[config.mk]
export PLATFORM = sky130hd
export DESIGN_NAME = wb_timer_slave
export DESIGN_NICKNAME = d
export VERILOG_FILES = /design/src/rtl/wb_timer_slave.sv
export SDC_FILE = /design/constraint.sdc
export NUM_CORES = 1
export LEC_CHECK = 0
export BUFFER_PORTS_ARGS = -buffer_cell sky130_fd_sc_hd__buf_2
export CORE_ASPECT_RATIO = 0.5
export CORE_MARGIN = 1
export CORE_UTILIZATION = 35
export DETAILED_ROUTE_END_ITERATION = 16
export PLACE_DENSITY = 0.71
export SYNTH_ARGS = -nofsm -noshare
export SYNTH_HDL_FRONTEND = slang
export SYNTH_SLANG_ARGS = --single-unit
[constraint.sdc]
create_clock -name wb_clk_i -period 2.6 [get_ports wb_clk_i]
set_input_delay 0.78 -clock wb_clk_i [delete_from_list [all_inputs] [get_ports wb_clk_i]]
set_output_delay 0.78 -clock wb_clk_i [all_outputs]
set_load 0.01 [all_outputs]
[src/rtl/wb_timer_slave.sv]
// rtl/wb_timer_slave.sv - Wishbone-mapped up/down timer with compare, auto-reload, LA load and IRQ
module wb_timer_slave #(
    parameter logic [31:0] BASE_ADDR = 32'h3000_0000,
    parameter int          CNT_W     = 32,
    parameter int          IO_W      = 16
) (
    input  logic              wb_clk_i,
    input  logic              wb_rst_ni,
    input  logic              wbs_cyc_i,
    input  logic              wbs_stb_i,
    input  logic              wbs_we_i,
    input  logic [3:0]        wbs_sel_i,
    input  logic [31:0]       wbs_adr_i,
    input  logic [31:0]       wbs_dat_i,
    output logic [31:0]       wbs_dat_o,
    output logic              wbs_ack_o,
    input  logic [63:0]       la_data_in,
    input  logic [63:0]       la_oenb,
    output logic [31:0]       la_data_out,
    output logic [IO_W-1:0]   io_out,
    output logic [IO_W-1:0]   io_oeb,
    output logic [2:0]        irq
);

    localparam logic [CNT_W-1:0] ONE = CNT_W'(1);

    logic [4:0]       ctrl;
    logic [CNT_W-1:0] count;
    logic [CNT_W-1:0] cmp;
    logic             pend;
    logic             ack;
    logic [31:0]      dat;

    logic             hit;
    logic             req;
    logic             wr;
    logic [1:0]       offset;
    logic [31:0]      count_ext;
    logic [31:0]      cmp_ext;
    logic [31:0]      rd_data;
    logic [31:0]      wr_merge;
    logic             wr_count;
    logic             la_load;
    logic             step_en;
    logic             match;
    logic [CNT_W-1:0] count_step;
    logic             unused_bits;

    assign hit      = (wbs_adr_i[31:4] == BASE_ADDR[31:4]);
    // The ~ack term forces an idle cycle between accesses so a held strobe is served once.
    assign req      = wbs_cyc_i & wbs_stb_i & hit & ~ack;
    assign wr       = req & wbs_we_i;
    assign offset   = wbs_adr_i[3:2];
    assign wr_count = wr & (offset == 2'd1);
    assign la_load  = la_data_in[32] & ~la_oenb[32];
    assign step_en  = ctrl[0] & ~wr_count & ~la_load;

    always_comb begin
        count_ext = '0;
        cmp_ext   = '0;
        count_ext[CNT_W-1:0] = count;
        cmp_ext[CNT_W-1:0]   = cmp;
    end

    // Current register value, used both as read data and as the base for byte-lane merges.
    always_comb begin
        rd_data = '0;
        case (offset)
            2'd0:    rd_data = {27'b0, ctrl};
            2'd1:    rd_data = count_ext;
            2'd2:    rd_data = cmp_ext;
            default: rd_data = {31'b0, pend};
        endcase
        wr_merge = rd_data;
        for (int i = 0; i < 4; i++) begin
            if (wbs_sel_i[i]) wr_merge[8*i +: 8] = wbs_dat_i[8*i +: 8];
        end
    end

    always_comb begin
        match      = 1'b0;
        count_step = count;
        if (!ctrl[1]) begin
            match      = (count == cmp);
            count_step = (match && ctrl[2]) ? '0 : count + ONE;
        end else begin
            match      = (count == '0);
            count_step = match ? (ctrl[2] ? cmp : '1) : count - ONE;
        end
    end

    always_ff @(posedge wb_clk_i or negedge wb_rst_ni) begin
        if (!wb_rst_ni) begin
            ctrl  <= '0;
            count <= '0;
            cmp   <= '0;
            pend  <= 1'b0;
            ack   <= 1'b0;
            dat   <= '0;
        end else begin
            ack <= req;
            if (req && !wbs_we_i) dat <= rd_data;
            if (wr && offset == 2'd0 && wbs_sel_i[0]) ctrl <= wr_merge[4:0];
            if (wr && offset == 2'd2) cmp <= wr_merge[CNT_W-1:0];
            if (wr_count) begin
                count <= wr_merge[CNT_W-1:0];
            end else if (la_load) begin
                count <= la_data_in[CNT_W-1:0];
            end else if (ctrl[0]) begin
                count <= count_step;
            end
            // A match outranks a same-cycle clear so no event is lost.
            if (step_en && match) begin
                pend <= 1'b1;
            end else if (wr && offset == 2'd3 && wbs_sel_i[0] && wbs_dat_i[0]) begin
                pend <= 1'b0;
            end
        end
    end

    assign wbs_ack_o   = ack;
    assign wbs_dat_o   = dat;
    assign la_data_out = count_ext;
    assign io_out      = count[IO_W-1:0];
    assign io_oeb      = {IO_W{~ctrl[4]}};
    assign irq         = {2'b00, pend & ctrl[3]};

    assign unused_bits = ^{la_data_in[63:33], la_oenb[63:33], la_oenb[31:0], wbs_adr_i[1:0]};

endmodule
### Word level (Yosys, flattened, before mapping)

Index checks and enable logic that the tools add are counted.

| storage, ports and cells | value |
|---|---|
| input port bits | 201 |
| word-level logic and storage cells | 56 |
| output and inout port bits | 100 |
| register bits after elaboration | 103 |

| cells by class | value |
|---|---|
| add/subtract/negate cells | 2 |
| multiplexer cells | 15 |
| bitwise gates (word level) | 14 |
| reduce and logical (&&, ||, !) cells | 14 |
| eq/ne operators | 5 |

Operators by type and width:

| operator | number |
|---|---|
| $mux W32 | 7 |
| $pmux W32 S3 | 1 |
| $add A32 B1 Y32 const B | 1 |
| $eq A32 B32 Y1 | 1 |
| $logic_not A32 Y1 | 1 |
| $mux W8 | 4 |
| $sub A32 B1 Y32 const B | 1 |
| $eq A28 B26 Y1 const B | 1 |
| $and A1 B1 Y1 | 9 |
| $logic_and A1 B1 Y1 | 9 |
| $not A1 Y1 | 5 |
| $eq A2 B2 Y1 const B | 2 |
| $mux W1 | 3 |
| $reduce_bool A3 Y1 | 1 |
| $eq A2 B1 Y1 const B | 1 |
| $logic_not A2 Y1 | 1 |
| $reduce_bool A2 Y1 | 1 |
| $logic_not A1 Y1 | 1 |

### Logic depth before layout (Yosys ltp)

Gate-level depths: netlist of run 1.

| logic depth | value |
|---|---|
| depth in word-level cells | 10 |
| depth in mapped cells | 12 |

### Worst setup path before layout of run 1

OpenSTA, ideal clock, no wires.

| timing path | value |
|---|---|
| kind | input to register |
| start point | input wbs_adr_i[4] |
| end point | register count[10] (netlist: la_data_out[10]) |
| library setup time | 0.143 ns |
| buffers on the path | 3 |
| data arrival time | 2.775 ns |
| data required time | 2.457 ns |
| stages | 8 |
| slack | -0.319 ns |
| cells stage by stage | nor4_1 -> nand4_1 -> nor4_1 -> and3_1 -> clkbuf_1 -> clkbuf_1 -> clkbuf_1 -> a22oi_1 |

| on the way | value |
|---|---|
| word-level cells in the longest chain between the ends | 6 |
| elaborated cells on any way between the ends | 7 |

Ends and longest elaborated chain:

| what | line | RTL |
|---|---|---|
| from (decl) | 13 | `input logic [31:0] wbs_adr_i,` |
| $eq A28 B26 Y1 (*) | 49 | `assign hit = (wbs_adr_i[31:4] == BASE_ADDR[31:4]);` |
| $and A1 B1 Y1 (*) (2 in series) | 51 | `assign req = wbs_cyc_i & wbs_stb_i & hit & ~ack;` |
| via req | 35 | `logic req;` |
| $and A1 B1 Y1 (*) | 52 | `assign wr = req & wbs_we_i;` |
| $and A1 B1 Y1 (*) | 54 | `assign wr_count = wr & (offset == 2'd1);` |
| $reduce_bool A3 Y1 (no source line) / $mux W32 (equally long branches) | -- |  |
| to (signal assigned) | 106 | `count <= wr_merge[CNT_W-1:0];` |
| to (signal assigned) | 108 | `count <= la_data_in[CNT_W-1:0];` |
| to (signal assigned) | 110 | `count <= count_step;` |
| to (decl) | 28 | `logic [CNT_W-1:0] count;` |

The timed path passes the listed nets; every way through them passes the cells marked *.
A chain may end at the register's enable or synchronous reset.

### Worst setup path after layout of run 1

| timing path | value |
|---|---|
| start point | register count[22] (netlist: la_data_out[22]) |
| end point | register count[4] (netlist: la_data_out[4]) |

| on the way | value |
|---|---|
| word-level cells in the longest chain between the ends | 7 |
| elaborated cells on any way between the ends | 9 |

Ends and longest elaborated chain:

| what | line | RTL |
|---|---|---|
| $eq A32 B32 Y1 | 84 | `match = (count == cmp);` |
| $logic_and A1 B1 Y1 | 85 | `count_step = (match && ctrl[2]) ? '0 : count + ONE;` |
| $mux W32 | 85 |  |
| $mux W32 (*) | 83 | `if (!ctrl[1]) begin` |
| $mux W32 (*) | 109 | `end else if (ctrl[0]) begin` |
| $mux W32 (*) | 107 | `end else if (la_load) begin` |
| $mux W32 (*) | 105 | `if (wr_count) begin` |

Every way passes the cells marked *; elsewhere a longest branch is shown, timed or not. The select of a mux whose other input is x is not followed.

==> results of run 1 <==
[final timing paths]
path	to	cells past startpoint	from
worst max-delay path	la_data_out[4]$_DFFE_PN0P_	7	la_data_out[22]$_DFFE_PN0P_
worst min-delay path	wbs_dat_o[8]$_DFFE_PN0P_	1	wb_rst_ni
worst max register to register	la_data_out[4]$_DFFE_PN0P_	7	la_data_out[22]$_DFFE_PN0P_
worst min register to register	wbs_dat_o[10]$_DFFE_PN0P_	1	wbs_dat_o[10]$_DFFE_PN0P_
max in group asynchronous	la_data_out[5]$_DFFE_PN0P_	2	wb_rst_ni
min in group wb_clk_i	wbs_dat_o[10]$_DFFE_PN0P_	1	wbs_dat_o[10]$_DFFE_PN0P_
[Yosys cell counts, types with 6 or more instances]
master,count
nand3_1,18
xor2_1,55
mux2_2,47
nor4_1,26
buf_6,6
a31oi_1,15
dfrtp_1,103
nor3_1,28
a22o_1,13
o311ai_1,6
and3_1,22
nand2_1,78
inv_1,25
a21oi_1,61
buf_4,33
buf_2,6
a22oi_1,21
a211oi_1,8
buf_1,10
nor2_1,61
mux2i_1,16
xnor2_1,24
o221ai_1,7
clkbuf_1,66
or3_1,11
nand4_1,24
o21ai_0,49
[metal layers]
layer  up-vias  GRT usage, %
li1       3853             -
met1      4079          39.7
met2       432          40.6
met3        39          5.85
met4         0          7.55
met5         -             0
[cell families (layout without fill, tap and decap cells)]
family          after synthesis  count (layout)
flops                       103             103
simple gates                310             311
buf+inv                     146             390
fa+ha+maj                     3               3
mux                          64              64
xor+xnor                     79              79
compound gates              229             229
other cells                   1               2
[timing repair]
action / in CTS / in global routing
cloned: 2 / 0
endpoints found under the hold margin: 0 / 0
pin swaps: 11 / 16
gates resized for setup: 37 / 29
setup endpoints to repair: 26 / 38
buffers inserted: 8 / 4
[metrics by stage]
stage	instance area [sq um]	cells
global route	10600	1481
global placement	9870	1452
detailed placement	9870	1452
finish	10600	1481
floorplan	7980	936
CTS	10400	1478
[registers in the layout, summed over array words and instances, names as in the netlist]
| signal | count |
|---|---|
| wbs_dat_o | 32 |
| pend | 1 |
| ctrl | 5 |
| la_data_out | 32 |
| wbs_ack_o | 1 |
| cmp | 32 |
[area by class of cell]
cell class | instances | area share (%)
clock inverters | 6 | 0.578
clock buffers | 10 | 2.16
flip-flops and latches | 103 | 24.3
inverters | 25 | 0.885
multi-input cells | 688 | 46.8
well taps | 300 | 3.54
repair buffers | 349 | 21.7
[power breakdown]
part	switching (mW)	total (mW)	internal [mW]
registers	0.0962	1.79	1.70
clock network	0.652	1.40	0.745
logic	1.13	1.98	0.844
total	1.88	5.16	3.29
==> metrics.md, run 1 <==
| Metric | Value |
|---|---|
| Num rows | 38 |
| Mux share of post-synthesis cell area | 9.05% |
| Post-synth top area share | 32.8% |
| Synthesized area | 7870 sq um |
| # DRC | 0 |
| Final setup vio count | 32 |
| Ys Warns | 0 |
| Clock skew | 12.1 ps |
| Detailed-placement wirelength estimate | 24000 um |
| Leakage power | 5.01 nW |
| Crit path top cell by count | or4_4 |
| Power Total | 5.16 mW |
| Synth area leader | dfrtp_1 |
| CP max FO | 7 |
| Clock root buffer | clkbuf_16 |
| Synthesized instance count | 935 |
| Ys async rst share | 100% |
| Reg clk slew, reported paths | 70 ps |
| Area Growth Syn to Fin | 34.8% |
| I/O Buffers | 202 |
| Largest net degree at the start of global routing | 58 |
| Outcome | finished with violations |
| CTS H-tree depth | 3 |
| Initial DRC Count | 869 |
| Hold Path Class | primary input to asynchronous set/reset pin |
| Fillers | 2131 |
| Post-synthesis cell type count | 69 |
| Gr ovfl total | 0 |
| Largest family of logic cells by synthesized area | simple AND/OR/NAND/NOR gates |
| Final core utilization | 48.5% |
| Worst setup SP type | register |
| Critical Path Sink Type | register |
| Post-synth top flop | dfrtp_1 |
| CP cell instances | or4_4 -> or2_2 -> or4_4 -> buf_4 -> buf_12 -> o311ai_4 -> a31oi_1 |
| CTS Buffer Depth | 2 |
| Failing checks | negative setup slack |
| Setup_tns | -4450 ps |
| Simple-gate share of the synthesized area | 20.6% |
| Clock sink total | 103 |
| Met2 WL | 13400 um |
| Final Critical Period | 2850 ps |
| Met3 WL | 3110 um |
| DR top layer | met4 |
| Ant diodes | 0 |
| Global Route Usage Sum | 27.3% |
| CORE AREA | 21900 sq um |
| Cts bufs inserted | 9 |
| Peak supply drop | 0.000310 V |
| Via/cell ratio | 5.67 |
| Most common cell after layout, fill and taps aside | buf_2 |
| Post-synthesis compound-gate area fraction | 19.0% |
| Antenna Nets Post-Route | 0 |
| Multi-input gate area | 4960 sq um |
| FF+latch count, synth | 103 |
| RSZ-0062 raised after global routing | true |
| WL final | 31800 um |
| Final worst slack | -254 ps |
| Required @ worst endpoint | 2820 ps |
| Initial antenna violation count | 0 |
| Nets | 1380 |
| Die Wd | 214 um |
| Critical path class | register to register |
| Initial core utilization | 36.0% |
| First-pass GRT wire length | 48100 um |
| Commonest cells after routing, fill and taps aside | 201 x buf_2, 127 x buf_4, 102 x dfrtp_1 |
| MaxCap Viol Count | 0 |
| Chip height | 108 um |
| Avg WL per Cell | 21.5 um |
| Post-placement setup slack | -334 ps |
| Final period util | 110% |
| Endpoints failing hold | 0 |
| Vias in the first global route | 8056 |
| Post-Synth XOR/XNOR Area | 8.80% |
| Max Fclk | 0.350 GHz |
| Layout cells sized above 1 | 41.2% |
| Slew Limit Fails | 0 |
| Critical-path top delay cell | or4_4 |
| Register area | 2580 sq um |
| Pre-Repair DR Iteration Count | 5 |
| Largest delay share family, worst path | simple AND/OR/NAND/NOR gates |
| WP buf/inv | 2 |
| Seq/Total Area, Yosys | 32.8% |
| Vias | 8403 |
| Post-synth EDFFs | 0 |
| Slew headroom | 58.2% |
| Skew-Pair Late Insertion Delay | 370 ps |
| Routability-driven placement congestion ratio | 0.964 |
| R2R setup slack | -250 ps |
| Die area | 23100 sq um |
| CTS tree | yes |
| # hold bufs at CTS | 0 |
| Top cells by area, synth | dfrtp_1 33%, mux2_2 6.7%, xor2_1 6.1% |
| IO Pins | 301 |
| Slew @ Worst Pin | 625 ps |
| Fin Hold WS | 354 ps |
| Post-Synth Adder-Cell Area | 0.477% |
| Syn Area/Cell | 8.41 sq um |
| Worst EP arrival | 3070 ps |
| Metal-1 WL | 14800 um |
| CP max stage delay | 650 ps |
| Power density over the cells | 487 nW/um^2 |
No activity file was read; power rests on OpenSTA's default activity.
==> run 2: changes to the inputs <==
- TNS_END_PERCENT: unset -> 50
==> metrics.md, run 2 (same netlist as run 1, synthesis figures left out) <==
| Metric | Value |
|---|---|
| Outcome | finished with violations (unchanged) |
| Failing checks | negative setup slack (unchanged) |
| CTS tree | yes (unchanged) |
| Worst setup SP type | register (unchanged) |
| Slew headroom | 49.1% (was 58.2%) |
| Max Fclk | 0.335 GHz (was 0.350 GHz) |
| Clock root buffer | clkbuf_16 (unchanged) |
| Initial core utilization | 36.0% (unchanged) |
| Cts bufs inserted | 9 (unchanged) |
| Worst EP arrival | 3210 ps (was 3070 ps) |
| # hold bufs at CTS | 0 (unchanged) |
| Global Route Usage Sum | 27.2% (was 27.3%) |
| Layout cells sized above 1 | 40.2% (was 41.2%) |
| CP max stage delay | 620 ps (was 650 ps) |
| Critical Path Sink Type | register (unchanged) |
| Initial antenna violation count | 0 (unchanged) |
| Final worst slack | -381 ps (was -254 ps) |
| CTS Buffer Depth | 2 (unchanged) |
| Endpoints failing hold | 0 (unchanged) |
| Crit path top cell by count | or4_4 (unchanged) |
| Post-route cell area | 10500 sq um (was 10600 sq um) |
| CTS H-tree depth | 3 (unchanged) |
| Antenna Nets Post-Route | 0 (unchanged) |
| Slew @ Worst Pin | 760 ps (was 625 ps) |
| Largest net degree at the start of global routing | 104 (was 58) |
| CP max FO | 6 (was 7) |
| Most common cell after layout, fill and taps aside | buf_2 (unchanged) |
| Worst R2R End | la_data_out[13]$_DFFE_PN0P_ (was la_data_out[4]$_DFFE_PN0P_) |
| Detailed-placement wirelength estimate | 24000 um (about the same) |
| Reg clk slew, reported paths | 80 ps (was 70 ps) |
| Clock sink total | 103 (unchanged) |
| CP cell instances | or4_4 -> or4_4 -> or4_4 -> buf_4 -> buf_4 -> nor3_2 -> a21oi_1 -> a221oi_2 -> a22oi_1 (was or4_4 -> or2_2 -> or4_4 -> buf_4 -> buf_12 -> o311ai_4 -> a31oi_1) |
| Die area | 23100 sq um (unchanged) |
| Skew-Pair Late Insertion Delay | 360 ps (was 370 ps) |
| Reg2reg path depth | 9 (was 7) |
| FF-to-FF Start | la_data_out[26]$_DFFE_PN0P_ (was la_data_out[22]$_DFFE_PN0P_) |
| Via/cell ratio | 5.74 (was 5.67) |
| Hold Path Class | primary input to asynchronous set/reset pin (unchanged) |
| Num rows | 38 (unchanged) |
| MaxCap Viol Count | 0 (unchanged) |
| # DRC | 0 (unchanged) |
| Final setup vio count | 26 (was 32) |
| RSZ-0062 raised after global routing | true (unchanged) |
| Initial DRC Count | 852 (was 869) |
| Commonest cells after routing, fill and taps aside | 201 x buf_2, 133 x buf_4, 102 x dfrtp_1 (was 201 x buf_2, 127 x buf_4, 102 x dfrtp_1) |
| Clock skew | 7.44 ps (was 12.1 ps) |
| Area Growth Syn to Fin | 34.1% (was 34.8%) |
| CORE AREA | 21900 sq um (unchanged) |
| Slew Limit Fails | 0 (unchanged) |
| Peak supply drop | 0.000339 V (was 0.000310 V) |
| Ant diodes | 0 (unchanged) |
| Vias in the first global route | 8147 (was 8056) |
| Pre-Repair DR Iteration Count | 5 (unchanged) |
| Avg WL per Cell | 21.5 um (about the same) |
| Fin Hold WS | 498 ps (was 354 ps) |
| Gr ovfl total | 0 (unchanged) |
| Final period util | 115% (was 110%) |
| WL final | 31800 um (about the same) |
| R2R setup slack | -380 ps (was -250 ps) |
| Die Wd | 214 um (unchanged) |
| I/O Buffers | 202 (unchanged) |
| Final Critical Period | 2980 ps (was 2850 ps) |
| Critical path class | register to register (unchanged) |
| Power density over the cells | 501 nW/um^2 (was 487 nW/um^2) |
| Critical-path top delay cell | or4_4 (unchanged) |
| First-pass GRT wire length | 48200 um (was 48100 um) |
| Leakage power | 5.04 nW (was 5.01 nW) |
| Routability-driven placement congestion ratio | 0.967 (was 0.964) |
| IO Pins | 301 (unchanged) |
| Chip height | 108 um (unchanged) |
| Vias | 8511 (was 8403) |
| Nets | 1382 (was 1380) |
| Required @ worst endpoint | 2830 ps (was 2820 ps) |
| Area post-placement | 9890 sq um (was 9870 sq um) |
run 2: what timing repair did:
item,in CTS,in global routing
pin swaps,12,7
endpoints found under the setup margin,27,34
gates resized for setup,26,19
hold endpoints to repair,0,0
gates cloned,1,1
buffers inserted,5,4
run 2: how the worst max path moves through the flow:
stage | slack, ps | cells after the start | startpoint | endpoint
after floorplan | -260 | 8 | la_data_out[26]$_DFFE_PN0P_ | la_data_out[21]$_DFFE_PN0P_
after global placement | -290 | 10 | wbs_adr_i[4] | la_data_out[9]$_DFFE_PN0P_
after detailed placement | -360 | 7 | la_data_out[26]$_DFFE_PN0P_ | la_data_out[31]$_DFFE_PN0P_
after CTS | -330 | 7 | la_data_out[26]$_DFFE_PN0P_ | la_data_out[23]$_DFFE_PN0P_
after global routing | -430 | 8 | la_data_out[26]$_DFFE_PN0P_ | la_data_out[3]$_DFFE_PN0P_
final | -380 | 9 | la_data_out[26]$_DFFE_PN0P_ | la_data_out[13]$_DFFE_PN0P_
run 2: power breakdown:
part	internal [mW]	leakage [nW]	total [mW]	switching, mW
registers	1.70	1.34	1.78	0.0832
clock network	0.873	0.156	1.53	0.660
logic	0.841	3.54	1.97	1.13
total	3.41	5.04	5.29	1.88
run 2: per-stage QoR:
| step | power (mW) | util (%) | setup slack, ps | setup TNS (ps) | cells |
|---|---|---|---|---|---|
| after floorplan | 2.94 | - | -263 | -4640 | 936 |
| after CTS | 5.24 | 47.4 | -334 | -4990 | 1478 |
| after global routing | 5.52 | 48.2 | -429 | -7750 | 1483 |
| after detailed placement | 3.69 | 45.2 | -365 | -12210 | 1456 |
| after global placement | 3.66 | 45.2 | -288 | -11290 | 1456 |
| final | 5.29 | 48.2 | -381 | -5930 | 1483 |
run 2: routing by layer:
metal  vias up  share of wire [%]  track usage, %  wire, um
li1       3851                  -               -         -
met1      4121                 45            38.5     14300
met2       468                 42            39.7     13500
met3        69                 10            7.37      3250
met4         2                2.4            8.53       749
met5         -               0.23            2.29        72
run 2: cell type report:
cell class / instances / area [sq um]
Multi-Input combinational cell: 688 / 4870
Clock inverter: 5 / 81.3
Sequential cell: 103 / 2580
Timing Repair Buffer: 351 / 2310
Tap cell: 300 / 375
Inverter: 25 / 93.8
Fill cell: 2129 / 11300
Clock buffer: 11 / 243
run 2: critical path: cells and delay by family, from the launching register on:
| kind | cells | cell delay, ps |
|---|---|---|
| and+or+nand+nor | 4 | 1750 |
| DFF | 1 | 390 |
| buffers and inverters | 2 | 320 |
| AOI/OAI and AO/OA | 3 | 400 |
